===== config.mk =====
export PLATFORM = sky130hd
export DESIGN_NAME = vol_sqrt
export DESIGN_NICKNAME = d
export VERILOG_FILES = /design/src/rtl/vol_sqrt.sv
export SDC_FILE = /design/constraint.sdc
export NUM_CORES = 1
export LEC_CHECK = 0
export CAP_MARGIN = 20
export CORE_MARGIN = 5
export CORE_UTILIZATION = 50
export CTS_CLUSTER_DIAMETER = 120
export DETAILED_ROUTE_END_ITERATION = 10
export DONT_BUFFER_PORTS = 1
export GPL_TIMING_DRIVEN = 0
export PLACE_DENSITY_LB_ADDON = 0.3
export SLEW_MARGIN = 0
export SYNTH_ARGS = -nofsm -noshare
export SYNTH_HDL_FRONTEND = slang
export SYNTH_SLANG_ARGS = --single-unit

===== constraint.sdc =====
create_clock -name clk -period 8.43 [get_ports clk]
set_input_delay 1.686 -clock clk [delete_from_list [all_inputs] [get_ports clk]]
set_output_delay 1.686 -clock clk [all_outputs]
set_load 0.05 [all_outputs]

===== src/rtl/vol_sqrt.sv =====
// Variance (E[x^2] - E[x]^2, floored at zero) and floor(sqrt(variance)) via restoring square root.
// Optional macro VOL_SQRT_CLAMP_FLAG_EN adds the clamp_flag output reporting that the zero-floor fired.
module vol_sqrt #(
  parameter int W = 16
) (
  input  logic           clk,
  input  logic           rst,
  input  logic [W-1:0]   mean_in,
  input  logic [W-1:0]   sec_mom_in,
  input  logic           in_valid,
  output logic           in_ready,
  output logic [W-1:0]   var_out,
  output logic [W/2-1:0] std_out,
  output logic           out_valid,
  input  logic           out_ready
`ifdef VOL_SQRT_CLAMP_FLAG_EN
  ,
  output logic           clamp_flag
`endif
);

  localparam int H  = W / 2;
  localparam int RW = H + 2;
  localparam int CW = $clog2(H) + 1;
  localparam logic [CW-1:0] LAST = CW'(H - 1);

  typedef enum logic [1:0] {IDLE, CALC, SQRT, DONE} state_t;

  state_t         r_state;
  state_t         w_state_next;
  logic [W-1:0]   r_mean;
  logic [W-1:0]   r_sec;
  logic [W-1:0]   r_var;
  logic [W-1:0]   r_rad;
  logic [RW-1:0]  r_rem;
  logic [H-1:0]   r_root;
  logic [H-1:0]   r_std;
  logic [CW-1:0]  r_cnt;
  logic           r_out_valid;
`ifdef VOL_SQRT_CLAMP_FLAG_EN
  logic           r_clamp;
`endif

  logic [2*W-1:0] w_mean_sq;
  logic           w_clamp;
  logic [W-1:0]   w_var;
  logic [RW-1:0]  w_rem_sh;
  logic [RW-1:0]  w_trial;
  logic           w_ge;
  logic [RW-1:0]  w_rem_next;
  logic [H-1:0]   w_root_next;

  // Full-width square; the floor compares against the zero-extended second moment.
  assign w_mean_sq = {{W{1'b0}}, r_mean} * {{W{1'b0}}, r_mean};
  assign w_clamp   = w_mean_sq > {{W{1'b0}}, r_sec};
  assign w_var     = w_clamp ? '0 : (r_sec - w_mean_sq[W-1:0]);

  // One restoring step: bring down two radicand bits, try subtracting 4*root+1.
  assign w_rem_sh    = (r_rem << 2) | {{H{1'b0}}, r_rad[W-1:W-2]};
  assign w_trial     = {r_root, 2'b01};
  assign w_ge        = w_rem_sh >= w_trial;
  assign w_rem_next  = w_ge ? (w_rem_sh - w_trial) : w_rem_sh;
  assign w_root_next = (r_root << 1) | {{(H-1){1'b0}}, w_ge};

  assign in_ready  = (r_state == IDLE) && !rst;
  assign var_out   = r_var;
  assign std_out   = r_std;
  assign out_valid = r_out_valid;
`ifdef VOL_SQRT_CLAMP_FLAG_EN
  assign clamp_flag = r_clamp;
`endif

  always_comb begin
    w_state_next = r_state;
    case (r_state)
      IDLE:    if (in_valid) w_state_next = CALC;
      CALC:    w_state_next = SQRT;
      SQRT:    if (r_cnt == LAST) w_state_next = DONE;
      DONE:    if (out_ready) w_state_next = IDLE;
      default: w_state_next = IDLE;
    endcase
  end

  always_ff @(posedge clk or posedge rst) begin
    if (rst) begin
      r_state     <= IDLE;
      r_mean      <= '0;
      r_sec       <= '0;
      r_var       <= '0;
      r_rad       <= '0;
      r_rem       <= '0;
      r_root      <= '0;
      r_std       <= '0;
      r_cnt       <= '0;
      r_out_valid <= 1'b0;
`ifdef VOL_SQRT_CLAMP_FLAG_EN
      r_clamp     <= 1'b0;
`endif
    end else begin
      r_state <= w_state_next;
      case (r_state)
        IDLE: begin
          if (in_valid) begin
            r_mean <= mean_in;
            r_sec  <= sec_mom_in;
          end
        end
        CALC: begin
          r_var  <= w_var;
          r_rad  <= w_var;
          r_rem  <= '0;
          r_root <= '0;
          r_cnt  <= '0;
`ifdef VOL_SQRT_CLAMP_FLAG_EN
          r_clamp <= w_clamp;
`endif
        end
        SQRT: begin
          r_rad  <= r_rad << 2;
          r_rem  <= w_rem_next;
          r_root <= w_root_next;
          r_cnt  <= r_cnt + 1'b1;
          if (r_cnt == LAST) begin
            r_std       <= w_root_next;
            r_out_valid <= 1'b1;
          end
        end
        DONE: begin
          if (out_ready) r_out_valid <= 1'b0;
        end
        default: ;
      endcase
    end
  end

endmodule


---- Yosys cells after proc, flatten, opt, wreduce, memory -nomap -nowiden ----
Cells that the tools add are included.
storage, ports and cells
  bits of input ports ..................... 36
  output and inout port bits .............. 26
  flip-flop bits (word level) ............. 95
  logic and storage cells ................. 47
operators by class
  muxes and demuxes ....................... 13
  order comparisons ....................... 2
  bitwise logic cells ..................... 2
  $mul .................................... 1
  add/sub/neg operators ................... 3
  equal/unequal tests ..................... 7
  reduce and logical (&&, ||, !) cells .... 9
operator list
  operator                                                               number
  32-bit by 16-bit greater-than comparator with 1-bit output             1
  16-bit by 16-bit multiplier with 32-bit output                         1
  16-bit one-hot mux with 2 select lines                                 1
  8-bit one-hot mux with 2 select lines                                  2
  16-bit two-way mux                                                     1
  16-bit subtractor                                                      1
  10-bit >= comparator                                                   1
  10-bit by 2-bit bitwise OR with 10-bit output                          1
  8-bit two-way mux                                                      1
  8-bit by 1-bit bitwise OR with 8-bit output                            1
  2-bit one-hot mux with 4 select lines                                  1
  4-bit one-hot mux with 2 select lines                                  1
  8-bit subtractor                                                       1
  2-bit two-way mux                                                      3
  2-bit != test, second input constant                                   3
  3-bit AND reduction                                                    2
  4-bit by 1-bit adder with 4-bit output, second input constant          1
  2-bit equality test, second input constant                             2
  4-bit by 3-bit equality test with 1-bit output, second input constant  1
  2-bit AND reduction                                                    2
  2-bit nonzero test                                                     2
  2-bit by 1-bit equality test with 1-bit output, second input constant  1
  2-bit logical NOT                                                      1
  1-bit two-way mux                                                      2
  other kinds (3)                                                        3

---- Depth between registers and ports, before layout ----
Gate-level depths: netlist of run 1.
  depth in word-level cells ............... 4
  gate-level depth with buffers ........... 34
  gate-level depth less buffers ........... 32

---- Least setup slack after synthesis of run 1 ----
OpenSTA, ideal clock, no wires.
  path kind ............................... flip-flop to flip-flop
  from .................................... register r_mean[4]
  to ...................................... register r_rad[10]
  cell stages (with the launch flop) ...... 32
  data arrival time ....................... 7.575 ns
  path buffers ............................ 3
  data required time ...................... 8.348 ns
  setup slack ............................. 0.773 ns
  library setup time ...................... 0.082 ns
  period minus slack after synthesis ...... 7.657 ns
  cell sequence ........................... dfrtp_1 -> clkbuf_1 -> clkbuf_1 -> nand2_1 -> fa_1 -> inv_1 -> fa_1 -> ha_1 -> fa_1 -> inv_1 -> fa_1 -> fa_1 -> inv_1 -> ha_1 -> a21o_1 -> or3_1 -> o21a_1 -> a21oi_1 -> o21bai_1 -> a21oi_1 -> xnor2_1 -> ha_1 -> nand4_1 -> nor2_1 -> nand2_1 -> a2111o_1 -> a211oi_2 -> o2111ai_1 -> nor4_4 -> buf_6 -> nand4_1 -> a31oi_1
on the way
  cells in the longest elaborated chain, start to end .. 4
  elaborated cells on any way between the ends .. 5
  those cells by class .................... add/sub (1); mul (1); order compare (1); mux (2)
RTL lines
  element                                                                                                 line    text
  from (decl)                                                                                             31      logic [W-1:0] r_mean;
  from (signal assigned)                                                                                  104     r_mean <= mean_in;
  16-bit by 16-bit multiplier with 32-bit output *                                                        54      assign w_mean_sq = {{W{1'b0}}, r_mean} * {{W{1'b0}}, r_mean};
  32-bit by 16-bit greater-than comparator with 1-bit output / 16-bit subtractor (equally long branches)  55, 56
  16-bit two-way mux *                                                                                    56      assign w_var = w_clamp ? '0 : (r_sec - w_mean_sq[W-1:0]);
  16-bit one-hot mux with 2 select lines *                                                                101     case (r_state)
  to (signal assigned)                                                                                    110     r_rad <= w_var;
  to (signal assigned)                                                                                    119     r_rad <= r_rad << 2;
  to (decl)                                                                                               34      logic [W-1:0] r_rad;
Mark *: on every way between the ends. The rest lies on a longest branch, timed or not.
A chain may end at the register's enable or synchronous reset.

---- Final worst setup path of run 1 ----
  from .................................... register r_mean[10]
  to ...................................... register r_rad[9]
on the way
  cells in the longest elaborated chain, start to end .. 4
RTL lines
  element                                                     line  text
  16-bit by 16-bit multiplier with 32-bit output              54
  32-bit by 16-bit greater-than comparator with 1-bit output  55    assign w_clamp = w_mean_sq > {{W{1'b0}}, r_sec};
  16-bit two-way mux                                          56
  16-bit one-hot mux with 2 select lines                      101
No other way between the ends.

==> results of run 1 <==
==> metal layers <==
layer,up-vias,GRT usage [%],wire [um],part of all wire (%)
li1,4585,-,-,-
met1,4838,31.5,13900,45
met2,237,36.0,14700,48
met3,25,3.42,1660,5.4
met4,0,3.92,354,1.2
met5,-,0,0,0
==> per-stage QoR <==
stage          hold WS (ns)  TNS [ns]  instance area [sq um]
2_1_floorplan         0.478         0                  12900
3_3_place_gp          0.483    -10.24                  13300
3_5_place_dp          0.500    -11.23                  13300
4_1_cts               0.511         0                  13600
5_1_grt               0.523         0                  13800
6_report              0.512         0                  13800
==> what timing repair did <==
item | CTS | global route
buffers inserted | 0 | 11
setup endpoints to repair | 32 | 32
gates resized for setup | 11 | 40
pin swaps | 1 | 1
==> registers in the layout (all words and copies together) (netlist names) <==
signal / count
r_sec: 16
std_out: 8
var_out: 16
r_state: 2
r_mean: 16
r_rad: 16
r_rem: 8
r_cnt: 4
r_root: 8
out_valid: 1
==> kinds of logic (layout without fill, tap and decap cells) <==
| logic type | after synthesis | count (layout) | share of synthesized area, % |
|---|---|---|---|
| AOI/OAI and AO/OA | 214 | 214 | 11.2 |
| buffers and inverters | 334 | 359 | 10.0 |
| muxes | 39 | 39 | 3.35 |
| DFF | 95 | 95 | 18.5 |
| xor gates and xnor gates | 50 | 50 | 3.40 |
| adders and majority gates | 311 | 311 | 39.7 |
| and+or+nand+nor | 365 | 365 | 13.9 |
==> Yosys cell counts (3+ instances only) <==
cell type  number
nand4_1        26
inv_1         277
nand2_1       137
o311ai_0        3
a211oi_1        5
a21oi_1        49
ha_1          148
nand3_1        22
nand2b_1        8
o31ai_1         8
or3_1           6
a31oi_1        15
o21a_1         10
buf_1           3
o2bb2ai_2       5
o21ai_0        47
mux2_2         33
mux2i_1         6
nor4b_1         3
or2_2           6
and3_1          6
o2bb2ai_1       9
xnor2_1        34
o22ai_1         8
nor2b_1        12
nor2_1         63
a21o_1         13
xor2_1         16
clkbuf_1       41
a2111oi_0       3
buf_2           5
o21bai_1        6
fa_1          163
nand3b_1        3
and2_1         53
a31o_2          3
buf_4           3
o211ai_1        9
dfrtp_1        95
nor3_1         11
==> cell type report <==
| type | instances | share of cell area (%) |
|---|---|---|
| sequential | 95 | 17.3 |
| clock inverter | 6 | 0.499 |
| multi-input combinational | 979 | 67.1 |
| inverter | 279 | 7.62 |
| timing repair buffer | 12 | 0.799 |
| tap | 330 | 3.00 |
| buffer | 52 | 2.01 |
| clock buffer | 10 | 1.66 |
==> final timing paths <==
check	end	from	cells past startpoint	slack (ns)
worst max-delay path	r_rad[9]	r_mean[10]	29	0.35
worst min-delay path	r_root[6]	r_root[5]	2	0.51
worst max register to register	r_rad[9]	r_mean[10]	29	0.35
worst min register to register	r_root[6]	r_root[5]	2	0.51
max in group asynchronous	r_mean[9]	rst	2	6.54
min in group asynchronous	std_out[6]	rst	1	1.19
==> worst reg2reg max path: cells and delay by family, from the launching register on <==
kind / cells / cell delay, ns
flops: 1 / 0.56
fa+ha+maj: 8 / 3.86
compound gates: 6 / 1.44
xor+xnor: 1 / 0.19
simple gates: 8 / 1.10
buf+inv: 6 / 0.85
==> impl_metrics.yaml, run 1 <==
outcome:
  outcome: "finished, final reports clean"
floorplan:
  core_area_sq_mm: 0.0253
  die-area_sq_mm: 0.0291
  num_rows: 58
  die_y_um: 171
  io_pins: 62
  die_x_um: 171
  start_util_pct: 51.0
critical_path:
  critPathTopFamily: "adder cells"
  crit_path_frequent_cell: "fa_1"
  critPathKind: "register to register"
  critical_path_required_ns: 8.69
  arrival_ns: 8.34
  cp-end-kind: "register"
  critPathMaxFanout: 10
  critPathSlowestCell: "dfrtp_1"
  cp_slowest_stage_delay_ns: 0.56
  crit_buf_inv: 6
  critPathLaunchType: "register"
synth:
  synth_area_sq_mm: 0.0129
  synth_ff_type: "dfrtp_1"
  yosysTopAreaCellShare_pct: 25.3
  synth.distinct_cells: 68
  yosys-top-cells-area: "fa_1 (25%), dfrtp_1 (18%), ha_1 (14%)"
  syn_nets: 1755
  ys_warn_count: 0
  yosysSeqAreaShare_pct: 18.5
  async_flop_share_pct: 100
  syn_area_per_cell_sq_um: 9.15
  synthCells: 1408
  synth-seq-cells: 95
  synth_enable_flop_cells: 0
  yosysTopAreaCell: "fa_1"
clock_network:
  clk_transition_reported_paths_ns: 0.08
  htree_levels: 3
  cts_root_buffer: "clkbuf_16"
  cts_tree: "yes"
  cts_hold_buf: 0
  cts.sinks: 95
  ctsLongestPathBuffers: 2
  worstSkewPairLatency_ns: 0.36
  cts_buffers: 9
route:
  via_per_inst: 5.49
  drt_pass1_iterations: 5
  drc_errors: 0
  first_iter_violations: 601
  drt-total-wl_um: 30600
  via_count: 9685
  wl_per_cell_um: 17.4
  ant_nets: 0
placed_design:
  dp_slack_ns: -0.412
  gp_congestion: 0.901
  hpwlAfterDp_um: 25300
  place_inst: 1739
  numPortBuffers: 0
sta:
  rsz0062_at_grt: "no"
  fin_ws_ns: 0.353
  finalCritPeriodShare_pct: 95.8
  maxSlewViolCount: 0
  skew_ns: 0.0180
  layout_min_cycle_time_ns: 8.08
  slew_headroom_pct: 35.3
  fmax_ghz: 0.124
  worst_pin_slew_ns: 0.970
  setup_viol: 0
  hold_viol: 0
run:
  max-cap-violations: 0
grt:
  track_usage_pct: 22.0
  grt_pass1_wl_um: 50900
  grt_pass1_vias: 9829
  grt_start_max_net_pins: 70
  antenna_found_initial: 0
  overflow: 0
min_path:
  hold_class: "register to register"
layout:
  layout_commonest_cell: "inv_1"
  final_core_utilization_pct: 54.6
  synthToLayoutAreaGrowth_pct: 6.93
  final_cell_count_no_fill: 1763
  multi_input_area_sq_mm: 0.00924
  nFillCells: 2328
  nets: 1775
  regArea_sq_mm: 0.00239
  final_cell_mix: "inv_1 (276), fa_1 (163), ha_1 (148)"
  drive_gt1_share_pct: 7.89
  n_antenna_cell: 0
Power of run 1 is not shown: default switching activity piles up to over one toggle a cycle in this logic, so the estimate is an artifact.
==> inputs of run 2 (changes only) <==
--- a/config.mk
+++ b/config.mk
@@ -6,6 +6,7 @@
 export NUM_CORES = 1
 export LEC_CHECK = 0
 export CAP_MARGIN = 20
+export CORE_ASPECT_RATIO = 0.5
 export CORE_MARGIN = 5
 export CORE_UTILIZATION = 50
 export CTS_CLUSTER_DIAMETER = 120
==> run 2 against run 1 <==
First-iteration DRC count is 4.2% lower. Count of clock-buffer cells in the layout is 1 lower. Sequential cell count stayed put. Fmax is 0.76% higher. Critical path type unchanged.
==> impl_metrics.yaml, run 2 (same netlist as run 1, synthesis figures left out) <==
critical_path:
  critPathMaxFanout: 10
  cp-end-kind: "register"
  critPathKind: "register to register"
  critical_path_required_ns: 8.71
  critPathSlowestCell: "dfrtp_1"
  ff2ff_setup_slack_ns: 0.41
  arrival_ns: 8.29
  critPathLaunchType: "register"
  cp_slowest_stage_delay_ns: 0.60
route:
  ant_nets: 0
  drt_pass1_iterations: 5
  first_iter_violations: 576
  drt-total-wl_um: 31800
  via_per_inst: 5.51
  drc_errors: 0
  via_count: 9753
  wl_per_cell_um: 17.9
layout:
  synthToLayoutAreaGrowth_pct: 6.57
  nets: 1769
  n_antenna_cell: 0
  final_cell_mix: "inv_1 (276), fa_1 (163), ha_1 (148)"
  layout_commonest_cell: "inv_1"
  final_core_utilization_pct: 54.3
  drive_gt1_share_pct: 7.50
sta:
  maxSlewViolCount: 0
  finalCritPeriodShare_pct: 95.1
  worst_pin_slew_ns: 0.940
  fmax_ghz: 0.125
  skew_ns: 0.0172
  setup_viol: 0
  layout_min_cycle_time_ns: 8.02
  fin_setup_tns_ns: 0
  slew_headroom_pct: 37.2
  hold_viol: 0
min_path:
  hold_class: "register to register"
floorplan:
  num_rows: 41
  die_x_um: 237
  io_pins: 62
  die-area_sq_mm: 0.0293
  start_util_pct: 50.9
  die_y_um: 124
  core_area_sq_mm: 0.0253
clock_network:
  cts_buffers: 9
  cts_tree: "yes"
  cts_root_buffer: "clkbuf_16"
  clk_transition_reported_paths_ns: 0.08
  worstSkewPairLatency_ns: 0.37
  cts.sinks: 95
  htree_levels: 3
  ctsLongestPathBuffers: 2
grt:
  antenna_found_initial: 1
  track_usage_pct: 22.5
  grt_pass1_vias: 10200
  grt_pass1_wl_um: 52500
  overflow: 0
  grt_start_max_net_pins: 56
run:
  max-cap-violations: 0
placed_design:
  hpwlAfterDp_um: 25700
  gp_congestion: 0.923
  numPortBuffers: 0
outcome:
  outcome: "finished, final reports clean"
run 2: final cells by class:
| type | count | area, sq um |
|---|---|---|
| clock inverters | 7 | 62.6 |
| inverters | 279 | 1050 |
| plain buffers | 53 | 267 |
| fillers | 2291 | 11600 |
| well taps | 344 | 430 |
| multi-input cells | 979 | 9250 |
| clock buffers | 9 | 225 |
| repair buffers | 5 | 62.6 |
| flip-flops and latches | 95 | 2380 |
run 2: final timing paths:
| path | start | end | depth (start not counted) |
|---|---|---|---|
| setup / recovery | r_mean[8] | r_rad[5] | 33 |
| hold / removal | r_root[3] | r_root[4] | 2 |
| setup reg to reg | r_mean[8] | r_rad[5] | 33 |
| hold reg to reg | r_root[3] | r_root[4] | 2 |
| max in group asynchronous | rst | r_mean[5] | 2 |
| min in group asynchronous | rst | var_out[11] | 1 |
run 2: through the flow:
step | setup WS, ns | hold WS, ns | instances | instance area (sq um)
2_1_floorplan | 0.773 | 0.478 | 1408 | 12900
3_3_place_gp | -0.390 | 0.484 | 1752 | 13300
3_5_place_dp | -0.428 | 0.494 | 1753 | 13300
4_1_cts | 0.0255 | 0.506 | 1772 | 13700
5_1_grt | -0.0150 | 0.552 | 1771 | 13700
6_report | 0.414 | 0.504 | 1771 | 13700
run 2: worst max-delay path: cells and delay by family (launching register included):
family / cells / cell delay, ns
adder cells (fa/ha/maj): 8 / 3.24
AO/OA/AOI/OAI: 9 / 1.78
AND/OR/NAND/NOR: 7 / 1.14
buffers and inverters: 8 / 0.96
flip-flops: 1 / 0.60
XOR/XNOR: 1 / 0.14
run 2: what timing repair did:
item / 4_1_cts / 5_1_grt
cloned: 0 / 0
buffers inserted: 3 / 0
pin swaps: 1 / 0
gates resized for setup: 5 / 41
hold buffers: 0 / 0
endpoints found under the setup margin: 32 / 32
run 2: per-layer routing:
layer  vias to the layer above  wire length, um  track usage (%)
li1                       4576                -                -
met1                      4857            14000             29.7
met2                       267            14900             38.5
met3                        51             2140             4.84
met4                         2              694             5.48
met5                         -               14                0
Power of run 2 is left out for the same reason.
==> inputs of run 3 (changes only) <==
--- a/config.mk
+++ b/config.mk
@@ -5,6 +5,7 @@
 export SDC_FILE = /design/constraint.sdc
 export NUM_CORES = 1
 export LEC_CHECK = 0
+export ABC_CLOCK_PERIOD_IN_PS = 8430
 export CAP_MARGIN = 20
 export CORE_ASPECT_RATIO = 0.5
 export CORE_MARGIN = 5
==> results of run 3 <==
Final layout, timing and power as in run 2 (identical DEF).
Power of run 3 is left out for the same reason.
